==> src/rtl/attn_pkg.sv <==
// Shared constants for the attention softmax datapath blocks.
package attn_pkg;

  localparam int DEF_DATA_WIDTH = 16;
  localparam int DEF_NUM_LANES  = 4;

  localparam logic OP_ADD = 1'b0;
  localparam logic OP_SUB = 1'b1;

endpackage

==> src/rtl/bcast_lane_addsub.sv <==
// One lane of the broadcast add/subtract: W+1-bit exact result, then saturate or wrap.
module bcast_lane_addsub
  import attn_pkg::*;
#(
  parameter int DATA_WIDTH = DEF_DATA_WIDTH,
  parameter bit SATURATE   = 1'b1
) (
  input  logic [DATA_WIDTH-1:0] a_i,
  input  logic [DATA_WIDTH-1:0] b_i,
  input  logic                  op_i,
  output logic [DATA_WIDTH-1:0] res_o,
  output logic                  ovf_o
);

  localparam logic [DATA_WIDTH-1:0] MAX_POS = {1'b0, {(DATA_WIDTH-1){1'b1}}};
  localparam logic [DATA_WIDTH-1:0] MAX_NEG = {1'b1, {(DATA_WIDTH-1){1'b0}}};

  logic [DATA_WIDTH:0] a_x;
  logic [DATA_WIDTH:0] b_x;
  logic [DATA_WIDTH:0] r;

  always_comb begin
    a_x   = {a_i[DATA_WIDTH-1], a_i};
    b_x   = {b_i[DATA_WIDTH-1], b_i};
    r     = (op_i == OP_SUB) ? (a_x - b_x) : (a_x + b_x);
    // The extra bit disagreeing with the sign bit means the W-bit result is out of range.
    ovf_o = r[DATA_WIDTH] ^ r[DATA_WIDTH-1];
    if (SATURATE && ovf_o) begin
      res_o = r[DATA_WIDTH] ? MAX_NEG : MAX_POS;
    end else begin
      res_o = r[DATA_WIDTH-1:0];
    end
  end

endmodule

==> src/rtl/bcast_addsub_pipe.sv <==
// Two-stage streaming a[i] +/- b broadcast stage with per-lane overflow and a sticky flag.
module bcast_addsub_pipe
  import attn_pkg::*;
#(
  parameter int DATA_WIDTH = DEF_DATA_WIDTH,
  parameter int NUM_LANES  = DEF_NUM_LANES,
  parameter bit SATURATE   = 1'b1
) (
  input  logic                            clk,
  input  logic                            rst,
  input  logic [DATA_WIDTH-1:0]           b_in,
  input  logic                            b_load,
  input  logic                            op,
  input  logic                            in_valid,
  output logic                            in_ready,
  input  logic [NUM_LANES*DATA_WIDTH-1:0] a_in,
  output logic                            out_valid,
  input  logic                            out_ready,
  output logic [NUM_LANES*DATA_WIDTH-1:0] out_data,
  output logic [NUM_LANES-1:0]            out_ovf,
  output logic                            ovf_sticky,
  input  logic                            ovf_clr
);

  localparam int BW = NUM_LANES * DATA_WIDTH;

  // Handshake: a beat moves on a rising edge where valid && ready; a stage holds
  // its contents unchanged while it is valid and the next stage cannot take it.
  logic                  s1_valid_q, s1_valid_d;
  logic [BW-1:0]         s1_a_q, s1_a_d;
  logic                  s1_op_q, s1_op_d;
  logic [DATA_WIDTH-1:0] s1_b_q, s1_b_d;
  logic                  s2_valid_q, s2_valid_d;
  logic [BW-1:0]         s2_data_q, s2_data_d;
  logic [NUM_LANES-1:0]  s2_ovf_q, s2_ovf_d;
  logic [DATA_WIDTH-1:0] b_reg_q, b_reg_d;
  logic                  sticky_q, sticky_d;

  logic                  s1_adv, s2_adv;
  logic [DATA_WIDTH-1:0] b_eff;
  logic [BW-1:0]         lane_res;
  logic [NUM_LANES-1:0]  lane_ovf;

  for (genvar i = 0; i < NUM_LANES; i++) begin : g_lane
    bcast_lane_addsub #(
      .DATA_WIDTH(DATA_WIDTH),
      .SATURATE  (SATURATE)
    ) u_lane (
      .a_i  (s1_a_q[i*DATA_WIDTH +: DATA_WIDTH]),
      .b_i  (s1_b_q),
      .op_i (s1_op_q),
      .res_o(lane_res[i*DATA_WIDTH +: DATA_WIDTH]),
      .ovf_o(lane_ovf[i])
    );
  end

  always_comb begin
    s2_adv     = !s2_valid_q || out_ready;
    s1_adv     = !s1_valid_q || s2_adv;
    b_eff      = b_load ? b_in : b_reg_q;

    s1_valid_d = s1_valid_q;
    s1_a_d     = s1_a_q;
    s1_op_d    = s1_op_q;
    s1_b_d     = s1_b_q;
    s2_valid_d = s2_valid_q;
    s2_data_d  = s2_data_q;
    s2_ovf_d   = s2_ovf_q;
    b_reg_d    = b_eff;
    sticky_d   = sticky_q;

    // b is frozen into S1 with its beat, so later b_load never touches beats in flight.
    if (s1_adv) begin
      s1_valid_d = in_valid;
      if (in_valid) begin
        s1_a_d  = a_in;
        s1_op_d = op;
        s1_b_d  = b_eff;
      end
    end

    if (s2_adv) begin
      s2_valid_d = s1_valid_q;
      if (s1_valid_q) begin
        s2_data_d = lane_res;
        s2_ovf_d  = lane_ovf;
      end
    end

    if (ovf_clr) begin
      sticky_d = 1'b0;
    end else if (s2_valid_q && out_ready && (|s2_ovf_q)) begin
      sticky_d = 1'b1;
    end
  end

  always_ff @(posedge clk) begin
    if (!rst) begin
      s1_valid_q <= 1'b0;
      s1_a_q     <= '0;
      s1_op_q    <= 1'b0;
      s1_b_q     <= '0;
      s2_valid_q <= 1'b0;
      s2_data_q  <= '0;
      s2_ovf_q   <= '0;
      b_reg_q    <= '0;
      sticky_q   <= 1'b0;
    end else begin
      s1_valid_q <= s1_valid_d;
      s1_a_q     <= s1_a_d;
      s1_op_q    <= s1_op_d;
      s1_b_q     <= s1_b_d;
      s2_valid_q <= s2_valid_d;
      s2_data_q  <= s2_data_d;
      s2_ovf_q   <= s2_ovf_d;
      b_reg_q    <= b_reg_d;
      sticky_q   <= sticky_d;
    end
  end

  assign in_ready   = s1_adv;
  assign out_valid  = s2_valid_q;
  assign out_data   = s2_data_q;
  assign out_ovf    = s2_ovf_q;
  assign ovf_sticky = sticky_q;

endmodule

==> config.mk <==
export PLATFORM = sky130hd
export DESIGN_NAME = bcast_addsub_pipe
export DESIGN_NICKNAME = d
export VERILOG_FILES = /design/src/rtl/attn_pkg.sv /design/src/rtl/bcast_lane_addsub.sv /design/src/rtl/bcast_addsub_pipe.sv
export SDC_FILE = /design/constraint.sdc
export NUM_CORES = 1
export LEC_CHECK = 0
export BUFFER_PORTS_ARGS = -buffer_cell sky130_fd_sc_hd__buf_4
export CORE_ASPECT_RATIO = 1.1
export CORE_MARGIN = 1.5
export CORE_UTILIZATION = 25
export CTS_BUF_LIST = sky130_fd_sc_hd__clkbuf_8 sky130_fd_sc_hd__clkbuf_16
export DETAILED_ROUTE_END_ITERATION = 8
export SLEW_MARGIN = 15
export SYNTH_ARGS = -nofsm -noshare
export SYNTH_HDL_FRONTEND = slang
export SYNTH_SLANG_ARGS = --single-unit
==> constraint.sdc <==
create_clock -name clk -period 4.9 [get_ports clk]
set_input_delay 0.245 -clock clk [delete_from_list [all_inputs] [get_ports clk]]
set_output_delay 0.245 -clock clk [all_outputs]
set_load 0.02 [all_outputs]
==> impl_metrics.env <==
export IMPL_sequentialPowerShare_pct=33.7
export IMPL_synth_most_common_cell="nand2_1"
export IMPL_path_max_fanout=15
export IMPL_wire_per_inst_um=16.7
export IMPL_clock_latency_ns=0.45
export IMPL_power_density_nw_per_um2=376
export IMPL_cts_buffers=17
export IMPL_synth_compound_area_share_pct=25.6
export IMPL_combPwrFrac_pct=36.2
export IMPL_hold_violations=0
export IMPL_fin_cells=1857
export IMPL_synth_area_leaders="dfxtp_1, nand2_1, ha_1"
export IMPL_yosys_warnings=0
export IMPL_ys_seq_area_share_pct=34.1
export IMPL_hpwl_um=23100
export IMPL_synth_top_cell_area_share_pct=34.1
export IMPL_crit_arrival_ns=4.87
export IMPL_antenna_found_initial=0
export IMPL_slew_viol_final=0
export IMPL_ios=158
export IMPL_max_stage_delay_ns=0.41
export IMPL_clkPwrFrac_pct=30.1
export IMPL_required_ns=5.27
export IMPL_synth_seq_cells=168
export IMPL_overflow=0
export IMPL_gp_congestion=0.850
export IMPL_skew_ns=0.0138
export IMPL_synthSimpleGateAreaFrac_pct=16.1
export IMPL_start_util_pct=25.3
export IMPL_avgSynthCellArea_um2=8.27
export IMPL_core_area_um2=39000
export IMPL_cts_tree="yes"
export IMPL_drc=0
export IMPL_rsz0062_at_grt="no"
export IMPL_synth_adder_area_share_pct=9.36
export IMPL_power_total_mw=4.66
export IMPL_synth_mux_area_share_pct=1.73
export IMPL_grt_pass1_vias=8873
export IMPL_critPathLaunchType="flip-flop"
export IMPL_hold_path_class="input pin to flip-flop"
export IMPL_async_flop_share_pct=0
export IMPL_switching_share_pct=36.2
export IMPL_yosys_area_top_type="dfxtp_1"
export IMPL_port_buffers=157
export IMPL_first_iter_violations=495
export IMPL_fmax_ghz=0.222
export IMPL_nets=1473
export IMPL_utilization_pct=31.7
export IMPL_route_vias_total=8884
export IMPL_cap_violations=0
export IMPL_synthFlopType="dfxtp_1"
export IMPL_clkTransAtPathRegs_ns=0.07
export IMPL_multi_input_area_um2=6150
export IMPL_max_vdd_ir_drop_uv=226
export IMPL_fill_cells=4155
export IMPL_synth_xor_area_share_pct=8.78
export IMPL_crit_type="flip-flop to flip-flop"
export IMPL_synth_nets=1328
export IMPL_place_inst=1824
export IMPL_p_switching_mw=1.69
export IMPL_synthDistinctLibCells=75
export IMPL_synth_commonest_cells="nand2_1, dfxtp_1, a21oi_1, o21ai_0, a21boi_0"
export IMPL_worstMarginPinSlew_ns=0.978
export IMPL_synthCells=1192
export IMPL_post_cts_buffers=0
export IMPL_dieArea_um2=40600
export IMPL_register_area_um2=3360
export IMPL_p_leak_nw=5.28
export IMPL_status="complete, no violations"
export IMPL_slowest_stage="maj3_1"
export IMPL_cts_sinks=168
export IMPL_rows=76
export IMPL_wirelength_um=31000
export IMPL_synth_top_family_by_area="compound AO/OA/AOI/OAI gates"
export IMPL_crit_chain="nor3_2 -> and2_1 -> a21oi_1 -> xnor2_1 -> buf_4 -> ha_1 -> or3_1 -> a2111oi_1 -> nor3_1 -> maj3_1 -> o2111ai_1 -> nand3_1 -> maj3_1 -> nand4_1 -> nand2_1 -> xnor2_2 -> buf_4 -> o21ai_0 -> a21oi_1"
export IMPL_fp_dieH_um=211
export IMPL_firstDrtPassIters=4
export IMPL_period_needed_ns=4.50
export IMPL_h_tree_depth=4
export IMPL_p_int_mw=2.97
export IMPL_die_width_um=192
export IMPL_max_slew_margin_rel_pct=34.8
export IMPL_grt_max_degree=108
export IMPL_syn_cell_area_um2=9860
export IMPL_finalCritPeriodShare_pct=91.9
export IMPL_antenna_cells=0
export IMPL_cts_max_path_buffers=2
export IMPL_grt_total_usage_pct=15.6
export IMPL_via_per_inst=4.78
export IMPL_synth_edf_count=0
export IMPL_drive_above_1_share_pct=20.1
export IMPL_setup_violations=0
export IMPL_area_growth_pct=25.5
export IMPL_worstSetupEndpointType="flip-flop"
export IMPL_grt_first_pass_wirelength_um=48500
export IMPL_postRouteAntennaNets=0
export IMPL_cts_root_buf="clkbuf_16"
export IMPL_finalSetupTns_ns=0
[worst max-delay path, delay by kind of cell, from the launching register on]
family	cells	cell delay [ns]
buf+inv	2	0.44
fa+ha+maj	3	1.03
xor+xnor	2	0.40
flops	1	0.39
compound gates	5	0.85
simple gates	7	1.31
[state kept, by name, summed over array words and instances (netlist names)]
register / cells
s1_op_q: 1
out_ovf: 4
s1_valid_q: 1
b_reg_q: 16
ovf_sticky: 1
s1_a_q: 64
s1_b_q: 16
out_data: 64
out_valid: 1
[layout by cell type, fill, tap and decap left out, types with 5 or more instances in the layout]
cell         n
a211oi_1     6
a21boi_0    70
a21boi_1     9
a21o_1       9
a21oi_1    104
a31oi_1     18
and2_1       6
and3_1       6
buf_4      199
clkbuf_16   17
dfxtp_1    168
ha_1        45
inv_1       29
inv_6        5
maj3_1      28
mux2i_1     16
nand2_1    194
nand2b_1     5
nand3_1     17
nand4_1      5
nor2_1      50
nor2b_1     27
nor3_1       9
o2111ai_1    7
o211a_1     19
o21a_1      12
o21ai_0     82
o31ai_1      6
or2_2       10
xnor2_1     58
xnor2_2      6
xor2_1      25
[power groups by stage]
stage | clock network (mW) | logic [mW] | registers (mW)
4_1_cts | 1.44 | 1.69 | 1.57
6_report | 1.40 | 1.69 | 1.57
5_1_grt | 1.49 | 1.86 | 1.59
3_3_place_gp | 0 | 1.65 | 1.60
3_5_place_dp | 0 | 1.68 | 1.60
2_1_floorplan | 0 | 1.06 | 1.65
[cells by family after synthesis]
logic type,Yosys count
AOI/OAI and AO/OA,384
xor gates and xnor gates,92
adders and majority gates,77
buffers and inverters,105
DFF,168
muxes,17
and+or+nand+nor,349
[stage by stage]
stage,hold WS (ns),instance area (um^2),setup WS (ns)
2_1_floorplan,0.321,9860,0.347
3_3_place_gp,0.407,11700,0.226
3_5_place_dp,0.419,11700,0.0112
4_1_cts,0.0297,12300,0.179
5_1_grt,0.0438,12400,0.00800
6_report,0.0532,12400,0.399
[path summary, 6_finish.rpt]
path | start | slack, ns | cells past startpoint | end
max reg2reg | s1_b_q[2] | 0.40 | 19 | out_data[26]
max | s1_b_q[2] | 0.40 | 19 | out_data[26]
min | a_in[58] | 0.05 | 3 | s1_a_q[58]
min reg2reg | out_data[33] | 0.47 | 2 | out_data[33]
[per-layer routing]
| metal | wire length (um) | vias to the layer above | global-route usage (%) |
|---|---|---|---|
| met5 | 0 | - | 0 |
| met4 | 675 | 0 | 5.43 |
| met3 | 1230 | 30 | 2.90 |
| met2 | 14300 | 181 | 25.4 |
| met1 | 14800 | 4187 | 20.5 |
| li1 | - | 4486 | - |
[repair_timing]
| item | 4_1_cts | 5_1_grt |
|---|---|---|
| gates resized for setup | 1 | 6 |
| endpoints found under the hold margin | 1 | 0 |
| hold buffers | 1 | 0 |
| endpoints found under the setup margin | 12 | 57 |
[layout make-up]
| type | count | share of cell area, % |
|---|---|---|
| inverter | 30 | 0.910 |
| timing repair buffer | 201 | 12.3 |
| tap | 507 | 5.13 |
| clock buffer | 17 | 3.44 |
| clock inverter | 15 | 1.32 |
| multi-input combinational | 919 | 49.7 |
| sequential | 168 | 27.2 |
No activity file was read; power rests on OpenSTA's default activity.
